===== src/rtl/led_frame_builder_pkg.sv =====
// ============================================================================
// Module      : cchw_led_pkg
// Description : Shared types and constants for the LED frame builder.
//               GRB colour type, frame-builder state encoding, default LED
//               and bin counts.
// Revision    : 1.0 - initial release
// ============================================================================
`default_nettype none

package cchw_led_pkg;

    // Default physical LED count per frame and number of note bins.
    localparam int LEDS    = 50;
    localparam int BIN_QTY = 12;

    // One pixel: 8 bits each of green, red, blue (in that order, MSB first).
    typedef logic [23:0] grb_t;

    // Colour pushed during an "off" fill.
    localparam grb_t c_GRB_OFF = 24'h000000;

    typedef enum logic [1:0] {
        IDLE = 2'd0,
        LOAD = 2'd1,
        EMIT = 2'd2,
        FILL = 2'd3
    } state_t;

endpackage

`default_nettype wire


===== src/rtl/led_frame_builder_if.sv =====
// ============================================================================
// Module      : led_frame_builder_if
// Description : Pixel stream between the frame builder and the LED driver.
//               Ports:
//                 pixel_o      - current pixel, GRB
//                 pixel_v_o    - pixel_o valid
//                 frame_last_o - final pixel of the frame
//                 pixel_rdy_i  - driver accepts the pixel
//               modport master : frame builder side
//               modport slave  : LED driver side
// Revision    : 1.0 - initial release
// ============================================================================
`default_nettype none

interface led_frame_builder_if;
    import cchw_led_pkg::*;

    grb_t pixel_o;
    logic pixel_v_o;
    logic frame_last_o;
    logic pixel_rdy_i;

    modport master (
        output pixel_o,
        output pixel_v_o,
        output frame_last_o,
        input  pixel_rdy_i
    );

    modport slave (
        input  pixel_o,
        input  pixel_v_o,
        input  frame_last_o,
        output pixel_rdy_i
    );

endinterface

`default_nettype wire


===== src/rtl/led_frame_builder.sv =====
// ============================================================================
// Module      : led_frame_builder
// Description : Turns a set of per-bin LED counts into a stream of exactly
//               LEDS pixels. Bin b contributes count[b] pixels of colour
//               binColor[b]; the remainder of the strip is filled.
//               Ports:
//                 clk, rst     - clock, synchronous active-high reset
//                 LEDCount_i   - per-bin counts (captured on data_v_i)
//                 data_v_i     - single-cycle capture strobe
//                 binColor_i   - per-bin GRB colours (captured on data_v_i)
//                 pix_if       - pixel stream (master modport)
//                 busy_o       - frame in progress
//                 overrun_o    - sticky: strobe arrived while busy
//               Build option LED_FRAME_OFF_FILL_EN: when defined the last
//               bin emits its own count and the fill colour is black;
//               otherwise the last bin's colour fills the remainder and
//               its count is ignored.
// Revision    : 1.0 - initial release
// ============================================================================
`default_nettype none

module led_frame_builder #(
    parameter int LEDS    = cchw_led_pkg::LEDS,
    parameter int BIN_QTY = cchw_led_pkg::BIN_QTY,
    parameter int CW      = $clog2(LEDS)
) (
    input  wire logic                             clk,
    input  wire logic                             rst,
    input  wire logic [BIN_QTY-1:0][CW-1:0]       LEDCount_i,
    input  wire logic                             data_v_i,
    input  wire cchw_led_pkg::grb_t [BIN_QTY-1:0] binColor_i,
    led_frame_builder_if.master                   pix_if,
    output logic                                  busy_o,
    output logic                                  overrun_o
);
    import cchw_led_pkg::*;

    localparam int BW = $clog2(BIN_QTY);
    localparam int PW = $clog2(LEDS + 1);

    // Highest bin walked in EMIT; anything past it comes from FILL.
`ifdef LED_FRAME_OFF_FILL_EN
    localparam int LAST_EMIT_BIN = BIN_QTY - 1;
`else
    localparam int LAST_EMIT_BIN = BIN_QTY - 2;
`endif

    localparam logic [BW-1:0] c_LAST_BIN = BW'(LAST_EMIT_BIN);
    localparam logic [PW-1:0] c_LAST_PIX = PW'(LEDS - 1);

    state_t                      state_q, state_d;
    logic [BIN_QTY-1:0][CW-1:0]  cnt_q,   cnt_d;
    grb_t [BIN_QTY-1:0]          col_q,   col_d;
    logic [BW-1:0]               bin_q,   bin_d;
    logic [PW-1:0]               pix_q,   pix_d;
    logic [CW-1:0]               rem_q,   rem_d;
    logic                        busy_q,  busy_d;
    logic                        ovr_q,   ovr_d;

    grb_t                        w_pixel;
    grb_t                        w_fill_col;
    logic                        w_pixel_v;
    logic                        w_last;
    logic [BW-1:0]               w_bin_nxt;

`ifdef LED_FRAME_OFF_FILL_EN
    assign w_fill_col = c_GRB_OFF;
`else
    assign w_fill_col = col_q[BIN_QTY-1];
`endif

    assign w_bin_nxt = bin_q + BW'(1);

    always_ff @(posedge clk) begin
        if (rst) begin
            state_q <= IDLE;
            cnt_q   <= '0;
            col_q   <= '0;
            bin_q   <= '0;
            pix_q   <= '0;
            rem_q   <= '0;
            busy_q  <= 1'b0;
            ovr_q   <= 1'b0;
        end else begin
            state_q <= state_d;
            cnt_q   <= cnt_d;
            col_q   <= col_d;
            bin_q   <= bin_d;
            pix_q   <= pix_d;
            rem_q   <= rem_d;
            busy_q  <= busy_d;
            ovr_q   <= ovr_d;
        end
    end

    always_comb begin
        state_d   = state_q;
        cnt_d     = cnt_q;
        col_d     = col_q;
        bin_d     = bin_q;
        pix_d     = pix_q;
        rem_d     = rem_q;
        busy_d    = busy_q;
        ovr_d     = ovr_q;
        w_pixel   = '0;
        w_pixel_v = 1'b0;
        w_last    = 1'b0;

        // busy_q covers LOAD/EMIT/FILL and the cycle of the final transfer.
        if (data_v_i && busy_q) begin
            ovr_d = 1'b1;
        end

        case (state_q)
            IDLE: begin
                if (data_v_i) begin
                    cnt_d   = LEDCount_i;
                    col_d   = binColor_i;
                    busy_d  = 1'b1;
                    state_d = LOAD;
                end
            end

            LOAD: begin
                bin_d   = '0;
                pix_d   = '0;
                rem_d   = cnt_q[0];
                state_d = EMIT;
            end

            EMIT: begin
                w_pixel = col_q[bin_q];
                if (rem_q != '0) begin
                    w_pixel_v = 1'b1;
                    w_last    = (pix_q == c_LAST_PIX);
                    if (pix_if.pixel_rdy_i) begin
                        if (w_last) begin
                            // Strip full: any leftover counts are truncated.
                            busy_d  = 1'b0;
                            state_d = IDLE;
                        end else begin
                            pix_d = pix_q + PW'(1);
                            if (rem_q == CW'(1)) begin
                                // Bin drained on this transfer: move on
                                // without a bubble cycle.
                                if (bin_q == c_LAST_BIN) begin
                                    rem_d   = '0;
                                    state_d = FILL;
                                end else begin
                                    bin_d = w_bin_nxt;
                                    rem_d = cnt_q[w_bin_nxt];
                                end
                            end else begin
                                rem_d = rem_q - CW'(1);
                            end
                        end
                    end
                end else begin
                    // Zero-count bin: one idle cycle, then advance.
                    if (bin_q == c_LAST_BIN) begin
                        state_d = FILL;
                    end else begin
                        bin_d = w_bin_nxt;
                        rem_d = cnt_q[w_bin_nxt];
                    end
                end
            end

            FILL: begin
                // Every non-final transfer leaves pix_q below LEDS, so FILL
                // always has at least one pixel to send.
                w_pixel   = w_fill_col;
                w_pixel_v = 1'b1;
                w_last    = (pix_q == c_LAST_PIX);
                if (pix_if.pixel_rdy_i) begin
                    if (w_last) begin
                        busy_d  = 1'b0;
                        state_d = IDLE;
                    end else begin
                        pix_d = pix_q + PW'(1);
                    end
                end
            end

            default: begin
                state_d = IDLE;
            end
        endcase
    end

    assign pix_if.pixel_o      = w_pixel;
    assign pix_if.pixel_v_o    = w_pixel_v;
    assign pix_if.frame_last_o = w_last;
    assign busy_o              = busy_q;
    assign overrun_o           = ovr_q;

endmodule

`default_nettype wire


===== src/flat_wrapper.sv =====
// flat-port wrapper written by rule: the top's interface ports become plain ports
module led_frame_builder_flat import cchw_led_pkg::*;
#(
    parameter int LEDS    = cchw_led_pkg::LEDS,
    parameter int BIN_QTY = cchw_led_pkg::BIN_QTY,
    parameter int CW      = $clog2(LEDS)
)
  (clk, rst, LEDCount_i, data_v_i, binColor_i, busy_o, overrun_o, pix_if_pixel_o, pix_if_pixel_v_o, pix_if_frame_last_o, pix_if_pixel_rdy_i);
  led_frame_builder_if pix_if_i ();
  input  wire logic clk;
  input  wire logic rst;
  input  wire logic [BIN_QTY-1:0][CW-1:0] LEDCount_i;
  input  wire logic data_v_i;
  input  wire cchw_led_pkg::grb_t [BIN_QTY-1:0] binColor_i;
  output logic busy_o;
  output logic overrun_o;
  output wire logic [$bits(pix_if_i.pixel_o)-1:0] pix_if_pixel_o;
  output wire logic [$bits(pix_if_i.pixel_v_o)-1:0] pix_if_pixel_v_o;
  output wire logic [$bits(pix_if_i.frame_last_o)-1:0] pix_if_frame_last_o;
  input wire logic [$bits(pix_if_i.pixel_rdy_i)-1:0] pix_if_pixel_rdy_i;
  assign pix_if_pixel_o = pix_if_i.pixel_o;
  assign pix_if_pixel_v_o = pix_if_i.pixel_v_o;
  assign pix_if_frame_last_o = pix_if_i.frame_last_o;
  assign pix_if_i.pixel_rdy_i = pix_if_pixel_rdy_i;
  led_frame_builder #(.LEDS(LEDS), .BIN_QTY(BIN_QTY), .CW(CW)) u_core (.clk(clk), .rst(rst), .LEDCount_i(LEDCount_i), .data_v_i(data_v_i), .binColor_i(binColor_i), .pix_if(pix_if_i), .busy_o(busy_o), .overrun_o(overrun_o));
endmodule

===== config.mk =====
export PLATFORM = sky130hd
export DESIGN_NAME = led_frame_builder_flat
export DESIGN_NICKNAME = d
export VERILOG_FILES = /design/src/rtl/led_frame_builder_pkg.sv /design/src/rtl/led_frame_builder_if.sv /design/src/rtl/led_frame_builder.sv /design/src/flat_wrapper.sv
export SDC_FILE = /design/constraint.sdc
export NUM_CORES = 1
export LEC_CHECK = 0
export CORE_AREA = 2 2 186 188
export CTS_BUF_LIST = sky130_fd_sc_hd__clkbuf_16
export DETAILED_ROUTE_END_ITERATION = 10
export DIE_AREA = 0 0 188 190
export PLACE_DENSITY = 0.79
export SLEW_MARGIN = 0
export SYNTH_ARGS = -nofsm -noshare
export SYNTH_HDL_FRONTEND = slang
export SYNTH_SLANG_ARGS = --single-unit

===== constraint.sdc =====
create_clock -name clk -period 3.4 [get_ports clk]
set_input_delay 0.85 -clock clk [delete_from_list [all_inputs] [get_ports clk]]
set_output_delay 0.85 -clock clk [all_outputs]
set_load 0.01 [all_outputs]

Word-level counts from Yosys, hierarchy flattened:

Index checks and enable logic that the tools add are counted.

* output and inout bits: 28
* input port bits: 364
* logic and storage cells: 102
* register bits after elaboration: 380

* $lt $le $gt $ge: 2
* equality and inequality tests: 15
* reductions and logical operators: 12
* add/sub/neg operators: 3
* multiplexer cells: 40

Operators with widths (count)
* binary-select mux 24 bit (select 4 bit): 1
* 2-to-1 mux 6 bit: 10
* one-hot mux 24 bit (2 select lines): 1
* binary-select mux 6 bit (select 4 bit): 1
* 2-to-1 mux 24 bit: 1
* 2-to-1 mux 4 bit: 5
* one-hot mux 6 bit (3 select lines): 1
* 2-to-1 mux 2 bit: 8
* one-hot mux 6 bit (2 select lines): 1
* less-than comparator 4 x 5 -> 1 bit, second input constant: 2
* inequality test 3 bit, second input constant: 3
* one-hot mux 2 bit (4 select lines): 1
* one-hot mux 4 bit (2 select lines): 1
* AND reduction 4 bit: 2
* adder 6 x 1 -> 6 bit, second input constant: 1
* == test 6 x 1 -> 1 bit, second input constant: 1
* == test 6 bit, second input constant: 1
* 2-to-1 mux 1 bit: 6
* nonzero test 3 bit: 2
* nonzero test 6 bit: 1
* subtractor 6 x 1 -> 6 bit, second input constant: 1
* AND reduction 5 bit: 1
* adder 4 x 1 -> 4 bit, second input constant: 1
* == test 2 bit, second input constant: 2
* 13 further kinds: 17

Longest topological paths before layout:

Gate-level depths: netlist (run 1).

* depth after elaboration: 9
* mapped depth: 13
* depth with buffers taken out: 8

Least setup slack after synthesis (run 1):

OpenSTA, ideal clock, no wires.

* path kind: flip-flop to flip-flop
* from: reg u_core.bin_q[0]
* to: reg u_core.rem_q[2]
* path buffers: 5
* path slack: 319 ps
* period minus slack after synthesis: 3081 ps
* data required time: 3276 ps
* arrival: 2957 ps
* cell stages (with the launch flop): 13
* setup time: 124 ps
* cells stage by stage: dfxtp_1 > buf_2 > buf_2 > buf_2 > inv_1 > ha_1 > buf_2 > buf_2 > mux4_2 > mux2i_1 > o22ai_1 > a31oi_1 > o22ai_1

* word-level cells in the longest chain between the ends: 9
* elaborated cells on any way between the ends: 13
* classes of those cells: add/sub: 1; eq/ne: 2; mux: 9; reduce/logical: 1

RTL lines
* start: declaration: line led_frame_builder.sv:54 `logic [BW-1:0] bin_q, bin_d;`
* start signal: assignment: line led_frame_builder.sv:88 `bin_q <= bin_d;`
* adder 4 x 1 -> 4 bit: line led_frame_builder.sv:72 `assign w_bin_nxt = bin_q + BW'(1);`
* binary-select mux 6 bit (select 4 bit): line led_frame_builder.sv:151, led_frame_builder.sv:164
* 2-to-1 mux 6 bit (not written as such): line led_frame_builder.sv:151, led_frame_builder.sv:164
* 2-to-1 mux 6 bit: line led_frame_builder.sv:146 `if (bin_q == c_LAST_BIN) begin`
* 2-to-1 mux 6 bit: line led_frame_builder.sv:143 `if (rem_q == CW'(1)) begin`
* 2-to-1 mux 6 bit: line led_frame_builder.sv:137 `if (w_last) begin`
* 2-to-1 mux 6 bit: line led_frame_builder.sv:136 `if (pix_if.pixel_rdy_i) begin`
* 2-to-1 mux 6 bit: line led_frame_builder.sv:133 `if (rem_q != '0) begin`
* one-hot mux 6 bit (2 select lines): line led_frame_builder.sv:114 `case (state_q)`
* end signal: assignment: line led_frame_builder.sv:90 `rem_q <= rem_d;`
* end: declaration: line led_frame_builder.sv:56 `logic [CW-1:0] rem_q, rem_d;`

Parallel ways exist; a longest one is shown, timed or not. The select of a mux whose other input is x is not followed.
A chain may end at the register's enable or synchronous reset.

Worst setup path in the final report (run 1):

* from: reg u_core.bin_q[1]
* to: out pix_if_pixel_o[10]

* word-level cells in the longest chain between the ends: 3

RTL lines
* binary-select mux 24 bit (select 4 bit): line led_frame_builder.sv:132 `w_pixel = col_q[bin_q];`
* 2-to-1 mux 24 bit (not written as such): line led_frame_builder.sv:132
* one-hot mux 24 bit (2 select lines): line led_frame_builder.sv:114
* end: declaration: line flat_wrapper.sv:17 `output wire logic [$bits(pix_if_i.pixel_o)-1:0] pix_if_pixel_o;`

Every way passes these cells. The select of a mux whose other input is x is not followed.

==> impl_metrics.yaml, run 1 <==
synthesis:
  ys_async_sr_fraction_pct: 0
  synth_top_area_share_pct: 45.87
  yosysTopAreaCell: "dfxtp_1"
  synth-seq-area-share_pct: 45.87
  syn_area_per_cell_um2: 8.375
  synth-edff-count: 0
  ys_seq_elements: 380
  synthTopCellsByCount: "nand2_1, dfxtp_1, a21oi_1, clkbuf_1, mux4_2"
  syn_nets: 2355
  synth_flop_cell: "dfxtp_1"
  synth_most_common_cell: "nand2_1"
  ys_types: 51
  synth_area_leaders: "dfxtp_1, nand2_1, mux4_2, a21oi_1, clkbuf_1"
  yosysWarnings: 0
  syn_area_um2: 16580
  synth_cells: 1980
global_routing:
  grtUsageTotal_pct: 31.03
  grt_max_degree: 116
  grt_overflow: 0
  grt_pass1_vias: 15600
  antenna_found_initial: 6
  grt_pass1_wl_um: 86510
detailed_routing:
  avgRoutedWirePerCell_um: 20.37
  drc_errors: 0
  vias: 15950
  first_pass_iters: 6
  vias_per_cell: 5.668
  ant_nets: 0
  wl_um: 57330
  drt-initial-drc-count: 1338
floorplanning:
  start_util_pct: 48.85
  fp-row-count: 68
  die_y_um: 190
  core_area_um2: 33950
  pin_count: 392
  die_w_um: 188
  die_area_um2: 35720
setup_path:
  crit_path_end_kind: "output port"
  critPathKind: "register to output port"
  cp_data_arrival_time_ns: 2.59
  cp_data_required_time_ns: 2.55
  cp_slowest_stage_delay_ns: 0.50
  critical_path.most_common_cell: "buf_4"
  ff2ff_path_depth: 10
  crit_path_max_fanout: 6
  cp_slowest_cell: "mux4_2"
  start_kind: "register"
  path_cells: "buf_6, buf_4, mux4_2, mux2i_1, buf_4, o22ai_1, a22o_1, clkdlybuf4s15_2"
sta:
  fin_setup_tns_ns: -0.03670
  rsz0062_at_grt: "true"
  finalCritPeriodShare_pct: 101.1
  finalCriticalPeriod_ns: 3.437
  slew_violations: 0
  clock.fmax_mhz: 291.0
  worstMarginPinSlew_ns: 0.8303
  setup_ws_ns: -0.03670
  final-hold-violation-count: 0
  clock_skew_ns: 0.01207
  setup_violations: 1
  slew_headroom_pct: 44.46
power:
  peakVddDrop_mv: 0.4012
  p_leak_uw: 0.008346
  power_uw: 13980
  p_per_area_nw_per_um2: 613.7
placed_design:
  dp_hpwl_um: 39840
  routabilityCongestion: 0.9228
  io_buffers: 391
outcome:
  violations: "negative setup slack"
  status: "finished with violations"
clock_network:
  clock_latency_ns: 0.55
  cts_sinks: 380
  root_buffer: "clkbuf_16"
  numCtsBuffers: 40
  tritoncts: "built"
  ctsLongestPathBuffers: 3
  cts_htree_levels: 2
  cts.clk_slew.worst_paths_ns: 0.06
flow_run:
  drv_cap: 0
min_path:
  hold_class: "register to register"
  whs_path_depth: 2
final_layout:
  drive_gt1_share_pct: 11.30
  fin_nets: 2703
  area_delta_synth_final_pct: 37.35
==> through the flow <==
step	util [%]	worst slack (ns)	instances	area (um^2)	hold WS, ns
global route	67.10	-0.08013	2814	22780	0.4720
global placement	61.76	0.1111	2706	20970	0.4396
CTS	67.02	-0.1256	2807	22750	0.4517
detailed placement	61.76	0.07617	2706	20970	0.4440
floorplan	-	0.3187	1980	16580	0.4329
finish	67.10	-0.03670	2814	22780	0.4532
==> cell usage in the layout (no fill, tap or decap), types with 8 or more instances in the layout <==
cell type / count
a21oi_1: 373
a22o_1: 24
buf_12: 22
buf_4: 37
buf_6: 8
clkbuf_16: 40
clkbuf_2: 11
clkdlybuf4s50_1: 366
clkinv_1: 8
dfxtp_1: 377
ha_1: 10
inv_1: 45
mux2i_1: 20
mux4_2: 89
nand2_1: 732
nor2_1: 22
nor3_1: 10
o21ai_0: 9
o22ai_1: 25
==> path summary, 6_finish.rpt <==
path                     startpoint                  to  slack [ns]
setup / recovery    u_core.bin_q[1]  pix_if_pixel_o[10]       -0.04
hold / removal    u_core.col_q[258]   u_core.col_q[258]        0.45
setup reg to reg    u_core.bin_q[0]     u_core.rem_q[2]        0.49
hold reg to reg   u_core.col_q[258]   u_core.col_q[258]        0.45
==> critical path: cells and delay by family, from the launching register on <==
family                 cells  cell delay, ns
buffers and inverters      4            0.68
DFF                        1            0.38
AOI/OAI and AO/OA          2            0.31
muxes                      2            0.67
==> state kept, by name, indices dropped and copies added, names as in the netlist <==
register,count
u_core.state_q,2
u_core.col_q,264
u_core.pix_q,6
u_core.bin_q,4
u_core.overrun_o,1
u_core.rem_q,6
u_core.busy_o,1
u_core.cnt_q,72
u_core.w_fill_col,24
==> cell type report <==
cell class / count / area [um^2]
clock buffer: 40 / 1001
fill: 2656 / 11170
tap: 455 / 569.3
antenna: 4 / 10.01
multi-input combinational: 1403 / 8341
inverter: 36 / 135.1
clock inverter: 29 / 229.0
timing repair buffer: 467 / 4875
sequential: 380 / 7619
==> kinds of logic after synthesis <==
| kind of cell | count (synthesis) | synth area share, % |
|---|---|---|
| xor gates and xnor gates | 9 | 0.4753 |
| DFF | 380 | 45.87 |
| muxes | 121 | 14.03 |
| AOI/OAI and AO/OA | 464 | 15.34 |
| adders and majority gates | 11 | 0.8299 |
| and+or+nand+nor | 798 | 18.81 |
| buffers and inverters | 197 | 4.648 |
==> repair_timing <==
action                     4_1_cts  5_1_grt
gates resized for setup         93       27
pin swaps                        6        5
gates cloned                     6        0
hold buffers                     0        0
setup buffers                   27        5
setup endpoints to repair       24       22
==> per-layer routing <==
layer  GRT usage, %  share of wire, %  vias to the layer above
met2          50.82                47                      800
met5              0             0.033                        -
met4          13.99               4.2                        4
met1          39.29                39                     7611
met3          6.991               9.6                      121
li1               -                 -                     7414
==> power breakdown <==
part	switching [uW]	leakage, uW	total (uW)	internal (uW)
Combinational	2310	0.00458	4060	1760
Clock	1800	0.000642	4180	2370
Sequential	529	0.00312	5740	5210
Note: power is estimated with default switching activity, not from simulation.
==> inputs of run 2 (changes only) <==
--- a/config.mk
+++ b/config.mk
@@ -9,8 +9,8 @@
 export CTS_BUF_LIST = sky130_fd_sc_hd__clkbuf_16
 export DETAILED_ROUTE_END_ITERATION = 10
 export DIE_AREA = 0 0 188 190
+export HOLD_SLACK_MARGIN = 0.15
 export PLACE_DENSITY = 0.79
-export SLEW_MARGIN = 0
 export SYNTH_ARGS = -nofsm -noshare
 export SYNTH_HDL_FRONTEND = slang
 export SYNTH_SLANG_ARGS = --single-unit
==> results of run 2 <==
No change in the layout: final DEF, timing and power equal those of run 1.
==> inputs of run 3 (changes only) <==
--- a/config.mk
+++ b/config.mk
@@ -11,6 +11,7 @@
 export DIE_AREA = 0 0 188 190
 export HOLD_SLACK_MARGIN = 0.15
 export PLACE_DENSITY = 0.79
+export SETUP_SLACK_MARGIN = 0.15
 export SYNTH_ARGS = -nofsm -noshare
 export SYNTH_HDL_FRONTEND = slang
 export SYNTH_SLANG_ARGS = --single-unit
==> run 3 against run 2 <==
First-iteration DRC count increased by 2.7%. The flow still finishes with violations (negative setup slack). Die area unchanged. Design area increased by 1.0%. Maximum frequency decreased by 0.31%. Clock skew fell by 0.0039 ns. Sequential share of layout area is 0.33 points lower. Clock power about the same. Worst hold slack got worse by 0.0014 ns. Register-to-register slack gained 0.02 ns. Critical path depth is the same. Via count grew 0.42%.
==> impl_metrics.yaml, run 3 (same netlist as run 1, synthesis figures left out) <==
global_routing:
  grt_pass1_wl_um: 86750
  grt_max_degree: 116
  grtUsageTotal_pct: 31.08
  grt_overflow: 0
  antenna_found_initial: 7
  grt_pass1_vias: 15690
floorplanning:
  core_area_um2: 33950
  die_area_um2: 35720
  fp-row-count: 68
  pin_count: 392
  start_util_pct: 48.85
  die_y_um: 190
  die_w_um: 188
outcome:
  violations: "negative setup slack"
  status: "finished with violations"
sta:
  final-hold-violation-count: 0
  hold_slack_ns: 0.4517
  clock.fmax_mhz: 290.1
  setup_ws_ns: -0.04747
  fin_setup_tns_ns: -0.1067
  slew_headroom_pct: 44.56
  setup_violations: 5
  clock_skew_ns: 0.008131
  finalCriticalPeriod_ns: 3.447
  slew_violations: 0
  finalCritPeriodShare_pct: 101.4
  rsz0062_at_grt: "true"
  worstMarginPinSlew_ns: 0.8288
setup_path:
  path_delay_family: "multiplexers"
  start_kind: "register"
  critPathKind: "register to output port"
  cp_data_arrival_time_ns: 2.60
  ff2ff_path_depth: 10
  crit_path_end_kind: "output port"
  crit_path_max_fanout: 5
  path_cells: "buf_8, buf_12, buf_6, mux4_2, mux2i_4, o22ai_1, a22o_1, buf_2"
  cp_slowest_stage_delay_ns: 0.53
  cp_data_required_time_ns: 2.55
  r2r_slack_ns: 0.51
  worst-path-buf-inv: 4
  rr_endpoint: "u_core.rem_q[2]"
  r2r-start: "u_core.bin_q[0]"
  cp_slowest_cell: "mux4_2"
clock_network:
  cts_sinks: 380
  tritoncts: "built"
  cts.clk_slew.worst_paths_ns: 0.06
  ctsLongestPathBuffers: 3
  root_buffer: "clkbuf_16"
  numCtsBuffers: 40
  cts_hold_buf: 0
  cts_htree_levels: 2
  clock_latency_ns: 0.54
power:
  p_per_area_nw_per_um2: 609.7
  peakVddDrop_mv: 0.4313
  p_leak_uw: 0.008498
  power_uw: 14030
placed_design:
  routabilityCongestion: 0.9228
  pre_cts_ws_ns: 0.07617
  io_buffers: 391
  dp_hpwl_um: 39840
flow_run:
  drv_cap: 0
min_path:
  worstHoldEndpoint: "u_core.col_q[181]"
  whs_path_depth: 2
  hold_class: "register to register"
  hp-start: "u_core.col_q[181]"
detailed_routing:
  first_pass_iters: 7
  drc_errors: 0
  wl_um: 57750
  drt-initial-drc-count: 1374
  avgRoutedWirePerCell_um: 20.34
  vias_per_cell: 5.640
  vias: 16020
  ant_nets: 0
final_layout:
  largest_reg_flops: 264
  fin_nets: 2727
  final_cell_mix: "nand2_1, dfxtp_1, a21oi_1"
  final_common_cell: "nand2_1"
  drive_gt1_share_pct: 12.53
  area_delta_synth_final_pct: 38.75
  top_register: "u_core.col_q"
[run 3: changes by cell type in the layout (fill, tap and decap cells not counted), moves of 2 or more]
cell             change
clkdlybuf4s15_2      -2
buf_6                +4
inv_2                +3
clkdlybuf4s15_1      -2
buf_12               +3
clkbuf_2            -11
buf_4               +16
diode_2              +2
inv_1                -3
buf_2               +13
buf_8                +4
[run 3: through the flow]
| stage | util (%) | cells | cell area [um^2] |
|---|---|---|---|
| after floorplan | - | 1980 | 16580 |
| after global placement | 61.76 | 2706 | 20970 |
| after detailed placement | 61.76 | 2706 | 20970 |
| after CTS | 66.99 | 2817 | 22740 |
| after global routing | 67.77 | 2839 | 23010 |
| final | 67.78 | 2840 | 23010 |
[run 3: cell type report]
type / instances / area [um^2]
Fill cell: 2613 / 10940
Multi-Input combinational cell: 1403 / 8346
Sequential cell: 380 / 7620
Timing Repair Buffer: 491 / 5095
Clock buffer: 40 / 1001
Tap cell: 455 / 569.3
Clock inverter: 29 / 229.0
Inverter: 36 / 135.1
Antenna cell: 6 / 15.01
[run 3: what timing repair did]
item                                    in CTS  in global routing
pin swaps                                   22                 14
cloned                                       5                  0
endpoints found under the setup margin      25                 25
gates resized for setup                    131                 23
setup buffers                               37                 17
[run 3: worst max-delay path by stage]
stage,start,to,slack (ns),cells after the start
2_1_floorplan,u_core.bin_q[0],u_core.rem_q[2],0.32,12
3_3_place_gp,u_core.bin_q[1],pix_if_pixel_o[0],0.11,6
3_5_place_dp,u_core.bin_q[1],pix_if_pixel_o[3],0.08,6
4_1_cts,u_core.bin_q[1],pix_if_pixel_o[18],0.006,9
5_1_grt,u_core.bin_q[1],pix_if_pixel_o[18],-0.06,9
6_report,u_core.bin_q[1],pix_if_pixel_o[11],-0.05,8
[run 3: worst register-to-register path: cells and delay by family, from the launching register on]
kind,cells,cell delay (ns)
buffers and inverters,4,0.79
AO/OA/AOI/OAI,3,0.47
adder cells (fa/ha/maj),1,0.32
flip-flops,1,0.42
multiplexers,2,0.78
[run 3: where the power goes]
group / switching (uW) / internal, uW
clock network: 1810 / 2370
registers: 534 / 5210
logic: 2320 / 1770
total: 4670 / 9350
[run 3: routing by layer]
layer  wire [um]  global-route usage, %
met5          22                      0
met4        2617                  14.60
met3        5369                  7.342
met2       26970                  50.54
met1       22780                  39.21
